$ cat src/rtl/answer_entry_if.sv
// ---------------------------------------------------------------------------
// answer_entry_if
// Bundles the signals between the game controller / keypad scanner side and
// the answer_entry block.
//   master modport (game controller + scanner side):
//     drives  state, key_valid, key_digit, expected
//     reads   value, digit_count, busy, result_valid, correct, timed_out
//   slave modport (answer_entry):
//     the mirror image of master.
// Parameter VAL_W sets the width of the entered and expected values.
// ---------------------------------------------------------------------------
interface answer_entry_if #(
  parameter int VAL_W = 10
);
  logic [3:0]       state;
  logic             key_valid;
  logic [3:0]       key_digit;
  logic [VAL_W-1:0] expected;
  logic [VAL_W-1:0] value;
  logic [2:0]       digit_count;
  logic             busy;
  logic             result_valid;
  logic             correct;
  logic             timed_out;

  modport master (
    output state, key_valid, key_digit, expected,
    input  value, digit_count, busy, result_valid, correct, timed_out
  );

  modport slave (
    input  state, key_valid, key_digit, expected,
    output value, digit_count, busy, result_valid, correct, timed_out
  );
endinterface

$ cat src/rtl/answer_entry.sv
// ---------------------------------------------------------------------------
// answer_entry
// Assembles the player's multi-digit answer from keypad digit events while the
// game is in its answer-entry state, then compares it against the expected
// answer and reports a one-cycle verdict pulse.
//
// Ports:
//   clk  in   system clock, all logic on posedge
//   rst  in   synchronous active-high reset
//   bus  slave modport of answer_entry_if:
//        state/key_valid/key_digit/expected in,
//        value/digit_count/busy/result_valid/correct/timed_out out
//
// Parameters:
//   MAX_DIGITS   digits accepted before auto-submit (1..4)
//   VAL_W        value width, must hold 10^MAX_DIGITS-1
//   ENTRY_STATE  game state value that enables entry
//   TIMEOUT_CYC  idle cycles before a forced submit (TIMEOUT_EN only)
//
// Build option:
//   TIMEOUT_EN   when defined, an idle counter forces a submit after
//                TIMEOUT_CYC cycles without a key event; otherwise timed_out
//                is tied low and entry waits indefinitely.
// ---------------------------------------------------------------------------
module answer_entry #(
  parameter int MAX_DIGITS  = 3,
  parameter int VAL_W       = 10,
  parameter int ENTRY_STATE = 4,
  parameter int TIMEOUT_CYC = 500
) (
  input  logic          clk,
  input  logic          rst,
  answer_entry_if.slave bus
);

  typedef enum logic [1:0] {
    IDLE    = 2'd0,
    COLLECT = 2'd1,
    CHECK   = 2'd2,
    DONE    = 2'd3
  } fsm_t;

  fsm_t             fsm;
  logic             key_valid_q;
  logic [VAL_W-1:0] value;
  logic [2:0]       digit_count;
  logic             busy;
  logic             result_valid;
  logic             correct;

  logic             key_evt;
  logic             in_entry;
  logic             is_digit;
  logic             is_enter;
  logic [VAL_W-1:0] next_value;
  logic [2:0]       next_count;
  logic             count_full;

  // A held key produces exactly one event: only the rising edge of key_valid.
  assign key_evt    = bus.key_valid & ~key_valid_q;
  assign in_entry   = (bus.state == 4'(ENTRY_STATE));
  assign is_digit   = (bus.key_digit <= 4'd9);
  assign is_enter   = (bus.key_digit == 4'd10);
  // Decimal shift-in; the parameter rule on VAL_W guarantees no overflow.
  assign next_value = (value * VAL_W'(10)) + VAL_W'(bus.key_digit);
  assign next_count = digit_count + 3'd1;
  assign count_full = (next_count == 3'(MAX_DIGITS));

`ifdef TIMEOUT_EN
  localparam int TW = $clog2(TIMEOUT_CYC + 1);
  logic [TW-1:0] idle_cnt;
  logic          timed_out;
  logic          idle_expire;

  // Fires on the TIMEOUT_CYC-th consecutive idle cycle in COLLECT.
  assign idle_expire = (idle_cnt == TW'(TIMEOUT_CYC - 1));
  assign bus.timed_out = timed_out;
`else
  assign bus.timed_out = 1'b0;
`endif

  // Entry FSM with all outputs registered; abort outranks key events and
  // reset outranks everything.
  always_ff @(posedge clk) begin
    if (rst) begin
      fsm          <= IDLE;
      key_valid_q  <= 1'b0;
      value        <= '0;
      digit_count  <= 3'd0;
      busy         <= 1'b0;
      result_valid <= 1'b0;
      correct      <= 1'b0;
`ifdef TIMEOUT_EN
      idle_cnt     <= '0;
      timed_out    <= 1'b0;
`endif
    end else begin
      key_valid_q  <= bus.key_valid;
      result_valid <= 1'b0;
      case (fsm)
        IDLE: begin
          // value/correct from the previous answer stay visible until here.
          if (in_entry) begin
            fsm         <= COLLECT;
            busy        <= 1'b1;
            value       <= '0;
            digit_count <= 3'd0;
            correct     <= 1'b0;
`ifdef TIMEOUT_EN
            idle_cnt    <= '0;
            timed_out   <= 1'b0;
`endif
          end
        end
        COLLECT: begin
          if (!in_entry) begin
            fsm         <= IDLE;
            busy        <= 1'b0;
            value       <= '0;
            digit_count <= 3'd0;
          end else if (key_evt) begin
`ifdef TIMEOUT_EN
            idle_cnt <= '0;
`endif
            if (is_digit) begin
              value       <= next_value;
              digit_count <= next_count;
              if (count_full) begin
                fsm  <= CHECK;
                busy <= 1'b0;
              end
            end else if (is_enter && (digit_count != 3'd0)) begin
              fsm  <= CHECK;
              busy <= 1'b0;
            end
            // codes 11..15 and an empty enter are ignored
          end else begin
`ifdef TIMEOUT_EN
            if (idle_expire) begin
              fsm       <= CHECK;
              busy      <= 1'b0;
              timed_out <= 1'b1;
            end else begin
              idle_cnt <= idle_cnt + TW'(1);
            end
`endif
          end
        end
        CHECK: begin
          // expected is only looked at here.
          correct      <= (value == bus.expected);
          result_valid <= 1'b1;
          fsm          <= DONE;
        end
        DONE: begin
          if (!in_entry) begin
            fsm <= IDLE;
          end
        end
        default: begin
          fsm  <= IDLE;
          busy <= 1'b0;
        end
      endcase
    end
  end

  assign bus.value        = value;
  assign bus.digit_count  = digit_count;
  assign bus.busy         = busy;
  assign bus.result_valid = result_valid;
  assign bus.correct      = correct;

endmodule

$ cat src/flat_wrapper.sv
// flat-port wrapper written by rule: the top's interface ports become plain ports
module answer_entry_flat 
#(
  parameter int MAX_DIGITS  = 3,
  parameter int VAL_W       = 10,
  parameter int ENTRY_STATE = 4,
  parameter int TIMEOUT_CYC = 500
)
  (clk, rst, bus_state, bus_key_valid, bus_key_digit, bus_expected, bus_value, bus_digit_count, bus_busy, bus_result_valid, bus_correct, bus_timed_out);
  answer_entry_if #(.VAL_W(VAL_W)) bus_i ();
  input  logic clk;
  input  logic rst;
  input wire logic [$bits(bus_i.state)-1:0] bus_state;
  input wire logic [$bits(bus_i.key_valid)-1:0] bus_key_valid;
  input wire logic [$bits(bus_i.key_digit)-1:0] bus_key_digit;
  input wire logic [$bits(bus_i.expected)-1:0] bus_expected;
  output wire logic [$bits(bus_i.value)-1:0] bus_value;
  output wire logic [$bits(bus_i.digit_count)-1:0] bus_digit_count;
  output wire logic [$bits(bus_i.busy)-1:0] bus_busy;
  output wire logic [$bits(bus_i.result_valid)-1:0] bus_result_valid;
  output wire logic [$bits(bus_i.correct)-1:0] bus_correct;
  output wire logic [$bits(bus_i.timed_out)-1:0] bus_timed_out;
  assign bus_i.state = bus_state;
  assign bus_i.key_valid = bus_key_valid;
  assign bus_i.key_digit = bus_key_digit;
  assign bus_i.expected = bus_expected;
  assign bus_value = bus_i.value;
  assign bus_digit_count = bus_i.digit_count;
  assign bus_busy = bus_i.busy;
  assign bus_result_valid = bus_i.result_valid;
  assign bus_correct = bus_i.correct;
  assign bus_timed_out = bus_i.timed_out;
  answer_entry #(.MAX_DIGITS(MAX_DIGITS), .VAL_W(VAL_W), .ENTRY_STATE(ENTRY_STATE), .TIMEOUT_CYC(TIMEOUT_CYC)) u_core (.clk(clk), .rst(rst), .bus(bus_i));
endmodule
$ cat config.mk
export PLATFORM = sky130hd
export DESIGN_NAME = answer_entry_flat
export DESIGN_NICKNAME = d
export VERILOG_FILES = /design/src/rtl/answer_entry_if.sv /design/src/rtl/answer_entry.sv /design/src/flat_wrapper.sv
export SDC_FILE = /design/constraint.sdc
export NUM_CORES = 1
export LEC_CHECK = 0
export ABC_AREA = 1
export ABC_CLOCK_PERIOD_IN_PS = 2150
export CORE_MARGIN = 2
export CORE_UTILIZATION = 46
export CTS_BUF_LIST = sky130_fd_sc_hd__clkbuf_8
export CTS_CLUSTER_DIAMETER = 100
export DETAILED_ROUTE_END_ITERATION = 8
export PLACE_DENSITY = 0.79
export SLEW_MARGIN = 20
export SYNTH_ARGS = -nofsm -noshare
export SYNTH_HDL_FRONTEND = slang
export SYNTH_SLANG_ARGS = --single-unit
export TNS_END_PERCENT = 100
$ cat constraint.sdc
create_clock -name clk -period 2.15 [get_ports clk]
set_input_delay 0.43 -clock clk [delete_from_list [all_inputs] [get_ports clk]]
set_output_delay 0.43 -clock clk [all_outputs]
set_load 0.02 [all_outputs]
==> results of run 1 <==
[flip-flops by register name, summed over array words and instances (netlist names), named ones only]
register                 flops
u_core.bus.busy              1
u_core.bus.correct           1
u_core.bus.digit_count       3
u_core.bus.result_valid      1
u_core.bus.value            10
u_core.fsm                   1
u_core.key_valid_q           1
[worst reg2reg max path, stage by stage (launching register included)]
cell and delay [ns]:
dfxtp_2 0.35, buf_4 0.16, ha_1 0.29, ha_1 0.37
nand2_2 0.11, inv_1 0.05, nor2_2 0.12, inv_1 0.10
nor2_4 0.12, nand2_2 0.08, nor2_2 0.10, nand2_1 0.06
nand3_2 0.06, a21oi_2 0.04
[cells by family (layout without fill, tap and decap cells)]
logic type / count (synthesis) / count (layout) / synth area share (%)
xor+xnor: 6 / 6 / 3.22
compound gates: 28 / 28 / 9.82
simple gates: 131 / 131 / 38.0
flops: 19 / 19 / 23.3
buf+inv: 39 / 92 / 9.90
fa+ha+maj: 19 / 19 / 15.5
other cells: 1 / 1 / 0.230
[layout make-up]
type	count	area, um2
clock buffer	3	41.3
clock inverter	1	5.00
fill	315	1110
inverter	35	131
multi-input combinational	185	1140
sequential	19	385
tap	46	57.6
timing repair buffer	53	488
[power groups by stage]
stage / Combinational [mW] / Clock, mW / Sequential (mW)
6_report: 0.161 / 0.278 / 0.361
3_5_place_dp: 0.154 / 0 / 0.368
5_1_grt: 0.175 / 0.289 / 0.361
3_3_place_gp: 0.152 / 0 / 0.368
4_1_cts: 0.155 / 0.277 / 0.360
2_1_floorplan: 0.0718 / 0 / 0.373
[cell usage after synthesis (all sizes together)]
| master | instances | area share [%] |
|---|---|---|
| nand2 | 68 | 16 |
| fa | 2 | 2.5 |
| dfxtp | 19 | 23 |
| a31oi | 1 | 0.38 |
| nor3 | 2 | 0.61 |
| inv | 35 | 8.1 |
| o22ai | 1 | 0.38 |
| xor2 | 3 | 1.6 |
| conb | 1 | 0.23 |
| nand4 | 5 | 1.9 |
| xnor2 | 3 | 1.6 |
| o211ai | 1 | 0.46 |
| o21ai | 8 | 2.7 |
| clkbuf | 1 | 0.23 |
| buf | 3 | 1.6 |
| nor4 | 1 | 0.38 |
| or2 | 3 | 1.2 |
| nand3 | 25 | 10 |
| nor2 | 26 | 7.4 |
| a21oi | 17 | 5.9 |
| nand3b | 1 | 0.69 |
| ha | 17 | 13 |
[timing repair]
item | CTS | global route
endpoints found under the setup margin | 1 | 3
buffers inserted | 0 | 2
gates resized for setup | 1 | 10
hold buffers | 0 | 0
pin swaps | 0 | 6
[through the flow]
stage | std cells | util, % | TNS, ns | worst slack (ns)
after CTS | 340 | 65.1 | 0 | 0.00252
after global placement | 336 | 63.7 | -0.143 | -0.126
final | 342 | 66.9 | 0 | 0.0426
after global routing | 342 | 66.9 | -0.0468 | -0.0299
after detailed placement | 336 | 63.7 | -0.205 | -0.162
after floorplan | 243 | - | 0 | 0.0232
[path summary, 6_finish.rpt]
check | from | endpoint | slack [ns]
max | u_core.bus.value[3] | u_core.bus.value[9] | 0.04
min | u_core.bus.busy | u_core.bus.busy | 0.47
min reg2reg | u_core.bus.busy | u_core.bus.busy | 0.47
max reg2reg | u_core.bus.value[3] | u_core.bus.value[9] | 0.04
[layer usage]
metal / global-route usage (%) / vias up / routed length (um)
li1: - / 891 / -
met1: 25.5 / 754 / 1870
met2: 35.9 / 42 / 2020
met3: 2.32 / 7 / 157
met4: 8.42 / 0 / 80
met5: 0 / - / 0
==> impl_metrics.yaml, run 1 <==
worst_setup_path:
  crit_cells: 13
  crit_buf_inv: 3
  worstPathMaxFanout: 6
  worst_setup_path_start_kind: "register"
  arrival_ns: 2.28
  path_delay_family: "adder cells"
  crit_type: "reg2reg"
  endpoint_kind: "register"
  cp_data_required_time_ns: 2.32
  cp_cell_sequence: "buf_4, ha_1, ha_1, nand2_2, inv_1, nor2_2, inv_1, nor2_4, nand2_2, nor2_2, nand2_1, nand3_2, a21oi_2"
  slowest_delay_ns: 0.37
  crit_slowest_cell: "ha_1"
  r2r_cells: 13
timing:
  hold_violations: 0
  fmax_ghz: 0.475
  finClkSkew_ns: 0.00654
  finalSetupViolCount: 0
  maxSlewViolCount: 0
  hold_ws_ns: 0.470
  period_minus_slack_ns: 2.11
  finalCritPeriodShare_pct: 98.0
drt:
  post_drt_wl_per_cell_um: 12.1
  postRouteAntennaNets: 0
  drc_errors: 0
  drt_wl_total_um: 4120
  viasPerCell: 4.95
  drt_iter0_drc: 77
  drtPass1Iterations: 4
  route.vias.total: 1694
finish:
  final_common_cell: "nand2_1"
  synthToLayoutAreaGrowth_pct: 38.0
  drive_gt1_share_pct: 18.6
  final_area_um2: 2250
  n_antenna_cell: 0
  num-nets-final: 337
  layout_common_cells: "nand2_1, clkdlybuf4s50_1, inv_1, nor2_1, nand3_1"
synth:
  yosysUniqueCellTypes: 31
  ys.warnings.count: 0
  ys_seq_elements: 19
  synth_cells: 243
  ys_seq_area_share_pct: 23.3
  synthesis.area_um2: 1630
  synth_area_per_cell_um2: 6.71
  syn_nets: 283
pwr:
  pwr-share-comb_pct: 20.1
  pwr-share-seq_pct: 45.1
  fin_total_pwr_uw: 800
  clockPowerShare_pct: 34.8
  sw_frac_of_total_pct: 29.3
  switchingPower_uw: 235
  p_int_uw: 565
  ir_drop_v: 0.000290
  p_per_area_nw_per_um2: 356
  p_leak_nw: 1.02
die:
  num_io_pins: 38
  core-area_um2: 3360
  initial_core_util_pct: 48.5
  num_rows: 21
  die_h_um: 63.5
  die-width_um: 63.5
  dieArea_um2: 4040
global_routing:
  grt_pass1_wl_um: 6620
  grt_antenna_before_repair: 0
  grt_pass1_vias: 1522
  grt_usage_pct: 20.6
  grt_max_degree: 12
  overflow: 0
min_path:
  hold_path_depth: 2
  hold_class: "reg2reg"
cts:
  cts-root-buf: "clkbuf_8"
  path_clk_slew_ns: 0.09
  cts_tree: "yes"
  cts_sinks: 19
  cts.htree.levels: 1
  clk_latency_ns: 0.27
  cts_buffer_depth: 2
  numCtsBuffers: 3
place:
  port_buffers: 36
  dpl.hpwl_um: 3170
  gp_congestion: 0.828
  placed_cell_area_um2: 2140
job:
  cap_violations: 0
outcome:
  status: "complete, no violations"
Note: power is estimated with default switching activity, not from simulation.
==> inputs of run 2 (changes only) <==
--- a/config.mk
+++ b/config.mk
@@ -12,6 +12,7 @@
 export CTS_BUF_LIST = sky130_fd_sc_hd__clkbuf_8
 export CTS_CLUSTER_DIAMETER = 100
 export DETAILED_ROUTE_END_ITERATION = 8
+export GPL_TIMING_DRIVEN = 1
 export PLACE_DENSITY = 0.79
 export SLEW_MARGIN = 20
 export SYNTH_ARGS = -nofsm -noshare
==> results of run 2 <==
The final DEF is identical to that of run 1; final timing and power are the same.
==> edit 1 (settings of run 2) <==
`VAL_W` is set to 10 in 3 places; all go to 8. Comments in the files are not updated.
--- a/src/rtl/answer_entry_if.sv
+++ b/src/rtl/answer_entry_if.sv
@@ -11,5 +11,5 @@
 // ---------------------------------------------------------------------------
 interface answer_entry_if #(
-  parameter int VAL_W = 10
+  parameter int VAL_W = 8
 );
   logic [3:0]       state;
--- a/src/rtl/answer_entry.sv
+++ b/src/rtl/answer_entry.sv
@@ -25,5 +25,5 @@
 module answer_entry #(
   parameter int MAX_DIGITS  = 3,
-  parameter int VAL_W       = 10,
+  parameter int VAL_W       = 8,
   parameter int ENTRY_STATE = 4,
   parameter int TIMEOUT_CYC = 500
--- a/src/flat_wrapper.sv
+++ b/src/flat_wrapper.sv
@@ -3,5 +3,5 @@
 #(
   parameter int MAX_DIGITS  = 3,
-  parameter int VAL_W       = 10,
+  parameter int VAL_W       = 8,
   parameter int ENTRY_STATE = 4,
   parameter int TIMEOUT_CYC = 500
Interface: changed (resized bus_expected and bus_value); port bits go from 38 to 34. The function was not compared with the original's and may differ.
==> edit 1 against run 2 <==
Routed wire length fell by 21%. Total power is 13% lower. Setup slack better by 130 ps. Sequential cell count shrank 2. Area after synthesis is 14% lower. Clock power down 9.4%. Worst hold slack gained 20 ps. Final area fell by 17%. Critical path type is now primary input to flip-flop. Highest routed layer unchanged.
==> edit 1: results (changes against run 2) <==
Avg WL per Cell 11.88 microns (was 12.06 microns); largest cells by area after synthesis dfxtp_1, ha_1, nand2_1 (was dfxtp_1, nand2_1, ha_1); Final Cell Area 0.001859 sq mm (was 0.002250 sq mm); status finished clean (unchanged); Cells after DPL 271 (was 336); signal buffers share of area 20.46% (was 21.69%); Fill cells 274 (was 315); full die area 0.003504 sq mm (was 0.004036 sq mm); clock skew 1.911 ps (was 6.543 ps); GRT Util Overall 20.09% (was 20.55%); met2 wire len 1.558 mm (was 2.017 mm); sw frac 27.29% (was 29.34%); compound-gate portion of the synthesized area 12.50% (was 9.823%); dpl ws -77.71 ps (was -161.5 ps); Critical Path Fanout Max 3 (was 6); Synth Area in Adders 14.46% (was 15.50%); sequential cell area share 18.37% (was 17.13%); Clock-cell share 2.490% (was 2.058%); Non-Clock Buffer Count 40 (was 53); sequential-to-total area share from yosys stat 24.29% (was 23.33%); slowest stage delay, CP 480 ps (was 370 ps); seq_cells 17 (was 19); routed via count 1362 (was 1694); multi-input gate count 148 (was 185); inverters 33 (was 35); DP Area 0.001800 sq mm (was 0.002141 sq mm); Max VDD drop 0.0002739 V (was 0.0002902 V); 1st-iter DRT viols 28 (was 77); largest net degree at the start of global routing 14 (was 12); Regs by FF count u_core.bus.value (8), u_core.bus.digit_count (3) (was u_core.bus.value (10), u_core.bus.digit_count (3)); routed vias/inst 4.953 (about the same); Final WS setup 176.2 ps (was 42.62 ps); met1 WL 1.524 mm (was 1.867 mm); Pleak 0.8349 nW (was 1.020 nW); Yosys cell types 28 (was 31); PortBufs 32 (was 36); top cells by count, synth nand2_1, inv_1, nor2_1, dfxtp_1, nand3_1 (unchanged); syn_nets 235 (was 283); area of the multi-input gates 925.9 sq um (was 0.001141 sq mm)
-- edit 1: final timing paths --
kind	from	to	slack (ps)	cells past startpoint
hold reg to reg	u_core.bus.busy	u_core.bus.busy	490	2
setup / recovery	bus_key_digit[1]	u_core.bus.value[7]	180	9
setup reg to reg	u_core.bus.value[1]	u_core.bus.value[7]	190	9
hold / removal	u_core.bus.busy	u_core.bus.busy	490	2
-- edit 1: power by group through the flow --
stage	sequential, mW	clock, mW	combinational [mW]
6_report	0.322	0.252	0.124
5_1_grt	0.323	0.274	0.136
4_1_cts	0.322	0.254	0.123
3_5_place_dp	0.330	0	0.122
3_3_place_gp	0.330	0	0.121
2_1_floorplan	0.333	0	0.0623
-- edit 1: routing by layer --
layer	GRT usage [%]	up-vias
met5	0	-
met4	9.091	0
met3	3.493	5
met2	32.18	35
met1	26.25	607
li1	-	715
-- edit 1: repair_timing --
action,in CTS,in global routing
gates resized for setup,0,3
setup endpoints to repair,0,2
setup buffers,0,0
hold buffers,0,0
==> edit 2 (config.mk and constraints of run 2) <==
Made on the original files. Make the reset (`rst`) asynchronous in one clocked block. Comments in the files are not updated.
--- a/src/rtl/answer_entry.sv
+++ b/src/rtl/answer_entry.sv
@@ -82,5 +82,5 @@
   // Entry FSM with all outputs registered; abort outranks key events and
   // reset outranks everything.
-  always_ff @(posedge clk) begin
+  always_ff @(posedge clk or posedge rst) begin
     if (rst) begin
       fsm          <= IDLE;
Behaviour: differs if rst is asserted again (counterexample within 4 cycles, from zero or initial values and one cycle with rst high); with rst held inactive, the same outputs for 10 cycles.
==> edit 2 against run 2 <==
Sequential cell count did not move. Final area grew 4.9%. Critical path depth down 3. Sequential share of layout area increased by 3.2 points. Via count decreased by 0.65%. Area after synthesis rose by 6.7%. Count of clock-buffer cells in the layout did not move. Routed wire length decreased by 2.2%. Setup slack worse by 42 ps. Highest routed layer unchanged.
Power is not compared: it rests on default switching activity, and its combinational part moved more than twofold at a synthesized area within 25%.
==> edit 2: results (changes against run 2) <==
GRT Util Overall 20.95% (was 20.55%); vias in the first global route 1566 (was 1522); top cells by count, synth nand2_1, inv_1, dfrtp_1, nand3_1, ha_1 (was nand2_1, inv_1, nor2_1, dfxtp_1, nand3_1); Detailed Routing Iterations Pass 1 4 (unchanged); syn_nets 286 (was 283); Main synth FF type dfrtp_1 (was dfxtp_1); Placer Congestion 0.9100 (was 0.8284); dpl ws -35.06 ps (was -161.5 ps); Root Driver clkbuf_8 (unchanged); clock skew 3.235 ps (was 6.543 ps); first-pass GRT wire length 6.934 mm (was 6.617 mm); setup slack, reg-to-reg 0.2 ps (was 40 ps); status finished clean (unchanged); compound-gate portion of the synthesized area 8.561% (was 9.823%); clock network latency to the later pin of the worst-skew pair 260 ps; initial antenna violation count 0 (unchanged); Yosys cell types 30 (was 31); Synth Area in Adders 14.53% (was 15.50%); PortBufs 36 (unchanged); largest cells by area after synthesis dfrtp_1, nand2_1, ha_1 (was dfxtp_1, nand2_1, ha_1); detailed placement HPWL 3.186 mm (was 3.167 mm); Pleak between 1 and 1.5 nW; routed via count 1683 (was 1694); sw frac a little under two fifths; Final nets 338 (was 337); DP Area 0.002275 sq mm (was 0.002141 sq mm); Worst Path Arrival 2300 ps (was 2280 ps); slowest stage delay, CP 550 ps (was 370 ps); Final min period 2150 ps (was 2107 ps); Total Wirelength 4.032 mm (was 4.123 mm); diode count 0 (unchanged); 1st-iter DRT viols 84 (was 77); Post-synth ARST share 100.0% (was 0%); Max VDD drop about 0.00028 V; Synth Warn # 0 (unchanged); CTS H-tree depth 1 (unchanged); ratio of cells with drive above 1 in the final layout 18.86% (was 18.58%); Fill cells 310 (was 315); Critical Path Fanout Max 3 (was 6); Post-CTS Setup Bufs 0 (unchanged); Regs by FF count u_core.bus.value (10), u_core.bus.digit_count (3) (unchanged); sequential-to-total area share from yosys stat 27.34% (was 23.33%); Worst-path clk slew 80 ps; slowest cell on the critical path fa_2 (was ha_1); area share of xor/xnor cells in the synthesized design 3.022% (was 3.223%); multiplexer share of the synthesized area 0% (unchanged); Min-Delay Path Class primary input to async pin (was flip-flop to flip-flop); total CTS buffers 3 (unchanged); CTS Buffer Depth 2 (unchanged); largest net degree at the start of global routing 20 (was 12)
## edit 2: power by group through the flow
| stage | Combinational (mW) | Sequential (mW) | Clock [mW] |
|---|---|---|---|
| floorplan | 0.223 | 0.453 | 0 |
| global placement | 0.379 | 0.434 | 0 |
| detailed placement | 0.381 | 0.435 | 0 |
| CTS | 0.384 | 0.428 | 0.258 |
| global route | 0.428 | 0.432 | 0.280 |
| finish | 0.385 | 0.428 | 0.261 |
## edit 2: cell families after synthesis
logic type / Yosys count
other cells: 1
compound gates: 23
buf+inv: 40
simple gates: 138
xor+xnor: 6
fa+ha+maj: 19
flops: 19
## edit 2: layout make-up
type | count | share of cell area [%]
Inverter | 39 | 6.522
Sequential cell | 19 | 20.31
Multi-Input combinational cell | 187 | 49.58
Tap cell | 48 | 2.545
Clock buffer | 3 | 1.750
Timing Repair Buffer | 48 | 19.09
Clock inverter | 1 | 0.2121
## edit 2: layer usage
| layer | up-vias | track usage, % | routed length [microns] |
|---|---|---|---|
| li1 | 883 | - | - |
| met1 | 745 | 28.00 | 1874 |
| met2 | 48 | 34.31 | 1889 |
| met3 | 7 | 4.110 | 217 |
| met4 | 0 | 6.250 | 51 |
| met5 | - | 0 | 0 |
## edit 2: repair_timing
action / CTS / global route
hold buffers: 0 / 0
setup endpoints to repair: 2 / 4
endpoints found under the hold margin: 0 / 0
pin swaps: 6 / 0
gates resized for setup: 2 / 6
## edit 2: path summary, 6_finish.rpt
path | startpoint | end | cells past startpoint
max | u_core.bus.value[1] | u_core.bus.value[8] | 10
min | rst | u_core.bus.digit_count[1] | 3
max reg2reg | u_core.bus.value[1] | u_core.bus.value[8] | 10
min reg2reg | u_core.bus.correct | u_core.bus.correct | 2
max in group asynchronous | rst | u_core.bus.value[1] | 3
min in group clk | u_core.bus.correct | u_core.bus.correct | 2
## edit 2: worst max-delay path: cells and delay by family (launching register included)
kind,cells,cell delay (ps)
compound gates,1,200
fa+ha+maj,3,960
buf+inv,1,50
flops,1,430
simple gates,5,410
## edit 2: per-stage QoR
| step | cells | total power [mW] | utilization [%] | hold WS (ps) |
|---|---|---|---|---|
| finish | 345 | 1.074 | 64.46 | 484.0 |
| CTS | 345 | 1.071 | 63.81 | 493.2 |
| detailed placement | 341 | 0.8166 | 62.13 | 474.4 |
| floorplan | 246 | 0.6764 | - | 380.9 |
| global route | 345 | 1.140 | 64.46 | 504.7 |
| global placement | 341 | 0.8125 | 62.13 | 471.1 |
